`src/rtl/actuator_guard.sv`:
```
// ---------------------------------------------------------------------------
// actuator_guard
//
// Purpose:
//   Protects a heater and a fan driven by a temperature comparator.
//   - Only one actuator can be on at a time.
//   - Once an actuator turns on, it stays on for a minimum time.
//   - A both-off gap is enforced between any turn-off and the next turn-on.
//   The block is a four-state FSM (IDLE, HEAT, COOL, DEAD). One dwell
//   counter is shared by all states and restarts from zero on every state
//   change.
//
// Parameters:
//   DEAD_CYCLES    both-off gap in cycles after any turn-off (1..65535)
//   MIN_ON_CYCLES  minimum on-time of an actuator in cycles (1..65535)
//
// Ports:
//   clk           single clock, rising-edge
//   rst           asynchronous active-high reset
//   heater_req    heat request from the comparator
//   fan_req       cool request from the comparator
//   enable        system enable; low forces both actuators off
//   heater_out    heater drive (high exactly while in HEAT)
//   fan_out       fan drive (high exactly while in COOL)
//   state         current FSM state: 0 IDLE, 1 HEAT, 2 COOL, 3 DEAD
//   conflict      registered flag: both requests were high on the last edge
//   switch_count  saturating count of entries into HEAT or COOL
// ---------------------------------------------------------------------------
module actuator_guard #(
  parameter int DEAD_CYCLES   = 100,
  parameter int MIN_ON_CYCLES = 1000
) (
  input  logic        clk,
  input  logic        rst,
  input  logic        heater_req,
  input  logic        fan_req,
  input  logic        enable,
  output logic        heater_out,
  output logic        fan_out,
  output logic [1:0]  state,
  output logic        conflict,
  output logic [15:0] switch_count
);

  typedef enum logic [1:0] {
    IDLE = 2'd0,
    HEAT = 2'd1,
    COOL = 2'd2,
    DEAD = 2'd3
  } state_t;

  // Terminal counts for the dwell counter.
  // The counter runs 0..N-1, so N-1 marks the last cycle of a dwell.
  localparam logic [15:0] MIN_ON_LAST = 16'(MIN_ON_CYCLES - 1);
  localparam logic [15:0] DEAD_LAST   = 16'(DEAD_CYCLES - 1);

  state_t      state_q;
  state_t      state_d;
  logic [15:0] cnt_q;
  logic [15:0] cnt_d;
  logic        conflict_q;
  logic        conflict_d;
  logic [15:0] switch_count_q;
  logic [15:0] switch_count_d;

  logic        hreq;
  logic        freq;
  logic        min_on_done;
  logic        dead_done;
  logic        entering_on;

  // Contradictory requests (both high) are treated as no request at all.
  // The comparator should never produce them, so refusing to act is the
  // safe choice.
  assign hreq = heater_req & ~fan_req & enable;
  assign freq = fan_req & ~heater_req & enable;

  assign min_on_done = (cnt_q == MIN_ON_LAST);
  assign dead_done   = (cnt_q == DEAD_LAST);

  // Next-state logic.
  // HEAT and COOL never go directly to each other. They always leave through
  // DEAD, which guarantees the both-off gap. Dropping enable skips the
  // minimum on-time but still goes through DEAD.
  always_comb begin
    state_d = state_q;
    cnt_d   = cnt_q;

    case (state_q)
      IDLE: begin
        cnt_d = '0;
        if (hreq) begin
          state_d = HEAT;
        end else if (freq) begin
          state_d = COOL;
        end
      end

      HEAT: begin
        if (!min_on_done) begin
          cnt_d = cnt_q + 16'd1;
        end
        if (!enable) begin
          state_d = DEAD;
        end else if (!hreq && min_on_done) begin
          state_d = DEAD;
        end
      end

      COOL: begin
        if (!min_on_done) begin
          cnt_d = cnt_q + 16'd1;
        end
        if (!enable) begin
          state_d = DEAD;
        end else if (!freq && min_on_done) begin
          state_d = DEAD;
        end
      end

      DEAD: begin
        cnt_d = cnt_q + 16'd1;
        if (dead_done) begin
          if (hreq) begin
            state_d = HEAT;
          end else if (freq) begin
            state_d = COOL;
          end else begin
            state_d = IDLE;
          end
        end
      end

      default: begin
        state_d = IDLE;
        cnt_d   = '0;
      end
    endcase

    // Every state change starts the new dwell from zero.
    if (state_d != state_q) begin
      cnt_d = '0;
    end
  end

  // Bookkeeping: conflict flag and switch counter.
  // The conflict flag looks at the raw requests and ignores enable, so it
  // reports comparator faults even while the system is disabled.
  // The switch counter sticks at all-ones rather than wrapping back to a
  // small value.
  always_comb begin
    conflict_d     = heater_req & fan_req;
    entering_on    = ((state_d == HEAT) || (state_d == COOL)) && (state_d != state_q);
    switch_count_d = switch_count_q;
    if (entering_on && (switch_count_q != 16'hFFFF)) begin
      switch_count_d = switch_count_q + 16'd1;
    end
  end

  // State registers.
  // Reset goes straight to IDLE with no DEAD interval. Because the outputs
  // are decoded from state, the actuators drop as soon as reset rises.
  always_ff @(posedge clk or posedge rst) begin
    if (rst) begin
      state_q        <= IDLE;
      cnt_q          <= '0;
      conflict_q     <= 1'b0;
      switch_count_q <= '0;
    end else begin
      state_q        <= state_d;
      cnt_q          <= cnt_d;
      conflict_q     <= conflict_d;
      switch_count_q <= switch_count_d;
    end
  end

  // Drives come straight from the state register. They are mutually
  // exclusive by construction, and never depend on the live request inputs.
  assign heater_out   = (state_q == HEAT);
  assign fan_out      = (state_q == COOL);
  assign state        = state_q;
  assign conflict     = conflict_q;
  assign switch_count = switch_count_q;

endmodule

```
`config.mk`:
```
export PLATFORM = sky130hd
export DESIGN_NAME = actuator_guard
export DESIGN_NICKNAME = d
export VERILOG_FILES = /design/src/rtl/actuator_guard.sv
export SDC_FILE = /design/constraint.sdc
export NUM_CORES = 1
export LEC_CHECK = 0
export BUFFER_PORTS_ARGS = -buffer_cell sky130_fd_sc_hd__buf_2
export CORE_MARGIN = 2
export CORE_UTILIZATION = 40
export CTS_CLUSTER_SIZE = 20
export DETAILED_ROUTE_END_ITERATION = 8
export GPL_TIMING_DRIVEN = 0
export HOLD_SLACK_MARGIN = 0.03
export PLACE_DENSITY_LB_ADDON = 0.25
export SYNTH_ARGS = -nofsm -noshare
export SYNTH_HDL_FRONTEND = slang
export SYNTH_SLANG_ARGS = --single-unit
```
`constraint.sdc`:
```
create_clock -name clk -period 3.3 [get_ports clk]
set_input_delay 0.165 -clock clk [delete_from_list [all_inputs] [get_ports clk]]
set_output_delay 0.165 -clock clk [all_outputs]
set_load 0.02 [all_outputs]
```
==> qor.txt <==
Syn_nets: 213
Pre-Repair DR Iteration Count: 4
Final period util: 80.2%
Reg2reg start: cnt_q[0]$_DFFE_PP0P_
Root buffer cell: clkbuf_8
Relative slew slack: 51.9%
Synth Area in Simple Gates: 26.9%
Initial cell density of the core: 40.8%
Number of global-route vias before repair: 1388
DIE WIDTH: 75.8 um
Final Hold Vio Count: 28
Routed via count: 1570
Ant diodes: 0
Cells resized by post-CTS repair: 0
Failing checks: hold timing
CTS Buf Count: 5
Dpl ws: 667 ps
Final WL: 4070 um
Syn Std Cell Area: 0.00206 mm2
Post-synthesis adder-cell area fraction: 3.65%
FF+latch count, synth: 35
Lkg Pwr: 0.00113 uW
Sequential element share of the synthesized area: 42.5%
Gate power share: 2.5%
# IOs: 26
Avg WL per Cell: 13.3 um
Synth area leader: dfrtp_1
Critical path origin: cnt_q[0]$_DFFE_PP0P_
CP bufs+invs: 1
Max Clock Skew: 9.06 ps
Top-count cell post-synth: dfrtp_1
Worst path slowest cell: dfrtp_1
Post-synthesis cell count: 202
Largest family of logic cells by synthesized area: simple AND/OR/NAND/NOR gates
Compound-gate portion of the synthesized area: 8.26%
Largest net degree at the start of global routing: 36
Max cap viols: 0
CP peak stage delay: 390 ps
Initial antenna violation count: 0
Hold crit path type: in2async
DR vias/cell: 5.15
Avg Inst Size Synth: 10.2 um2
RSZ-0062 raised after global routing: false
P_int: 581 uW
Power per cell area: 323 mW/mm2
Final Max Slew Viols: 0
H-tree depth: 2
Top cells by count, synth: dfrtp_1 (35), xnor2_1 (23), nor2_1 (16)
Clk pwr share: 41.1%
Critical path arrival: 2830 ps
Area growth syn-to-layout: 14.6%
EDFF count, synth: 0
Worst Setup Start Kind: flip-flop
Setup ws final: 652 ps
Clock Tree Buf Depth: 2
First-pass GRT wire length: 6660 um
Sw frac: 23.7%
Setup TNS Final: 0 ps
Kind of critical path: reg2reg
Clk pin slew, worst setup/hold paths: 80 ps
DP HPWL: 2940 um
Worst setup EP type: flip-flop
CP max FO: 10
Hold_buf cts: 0
Grt total ovfl: 0
Core area: 0.00504 mm2
Yosys top cell area share: 42.5%
CP cell instances: ha_1 -> nor4b_1 -> and4_2 -> mux2_4 -> a221oi_2 -> o2bb2ai_2 -> buf_6 -> nand4_1 -> xnor2_1
Slew @ Worst Pin: 720 ps
Share of cells above drive strength 1: 22.1%
Mux share of post-synthesis cell area: 3.34%
DIE HEIGHT: 75.8 um
Hold_ws: -10.2 ps
GRT Overall Usage: 15.3%
# setup viols final: 0
Total net switching power: 181 uW
Ys async rst share: 100%
Number of remaining DRC errors: 0
DIE AREA: 0.00574 mm2
Synth area leaders: dfrtp_1 (43%), xnor2_1 (9.8%), nand4_1 (3.9%)
Fin crit period: 2650 ps
# port buffers: 25
Status: finished with violations
Rows: 26
TritonCTS Sinks: 35
Yosys cell types: 47
Most used DFF post-synth: dfrtp_1
Setup bufs post-CTS: 0
XOR/XNOR Fraction of Synth Area: 12.7%
Total Nets Final: 245
Yosys warnings: 0
Antenna Nets Post-Route: 0
Worst-Skew Late Latency: 290 ps
Sequential power share: 56.4%
GPL Wtd Cong: 0.780
CP required: 3480 ps
Detailed Route Iter0 Violations: 88
CTS tree: done
Maximum vdd ir drop: 0.180 mV
Worst path top cell family by delay: simple AND/OR/NAND/NOR gates
Fmax: 378 MHz
==> routing by layer <==
metal | part of all wire, % | routed length (um) | track usage, %
met1 | 53 | 2140 | 22.7
met2 | 43 | 1750 | 21.7
met3 | 3.4 | 138 | 3.97
met4 | 0.96 | 39 | 4.68
met5 | 0 | 0 | 0
==> sequential cells by signal, indices dropped and copies added, names as in the netlist <==
register      count
conflict          1
state             2
cnt_q            16
switch_count     16
==> cell usage in the layout (no fill, tap or decap), types with 6 or more instances in the layout <==
cell,n
nand2b_1,7
nor2_1,16
buf_2,26
dfrtp_1,35
nand2_1,14
ha_1,6
nand3_1,11
and3_1,9
nand4_1,13
inv_1,8
xnor2_1,23
==> power groups by stage <==
stage / clock (uW) / combinational [uW] / sequential (uW)
3_5_place_dp: 0 / 19.9 / 438
4_1_cts: 320 / 19.9 / 429
6_report: 313 / 19.1 / 429
3_3_place_gp: 0 / 19.8 / 438
5_1_grt: 338 / 22.2 / 429
2_1_floorplan: 0 / 10.5 / 439
==> logic make-up after synthesis <==
logic type      count (synthesis)
buf+inv                        12
fa+ha+maj                       6
flops                          35
xor+xnor                       29
mux                             6
compound gates                 21
simple gates                   93
==> cell type report <==
type	count	area [um2]
multi-input combinational	155	1130
clock inverter	3	20.0
fill	502	2680
clock buffer	5	68.8
sequential	35	876
tap	70	87.6
buffer	3	20.0
inverter	9	33.8
timing repair buffer	25	125
==> final timing paths <==
kind	end	slack (ps)	cells past startpoint
max in group asynchronous	cnt_q[11]$_DFFE_PP0P_	2850	2
max reg2reg	switch_count[7]$_DFFE_PP0P_	650	9
min	switch_count[7]$_DFFE_PP0P_	-10	2
min reg2reg	switch_count[7]$_DFFE_PP0P_	500	1
min in group clk	conflict$_DFF_PP0_	170	2
max	switch_count[7]$_DFFE_PP0P_	650	9
==> per-stage QoR <==
step / total power [uW] / cells / area (um2) / utilization, % / hold slack, ps
2_1_floorplan: 449 / 202 / 2060 / - / 294
5_1_grt: 790 / 305 / 2360 / 46.8 / 55.9
3_3_place_gp: 458 / 297 / 2270 / 45.1 / 474
3_5_place_dp: 458 / 297 / 2270 / 45.1 / 476
4_1_cts: 770 / 305 / 2360 / 46.8 / 166
6_report: 762 / 305 / 2360 / 46.8 / -10.2
(Power assumes the default switching activity.)
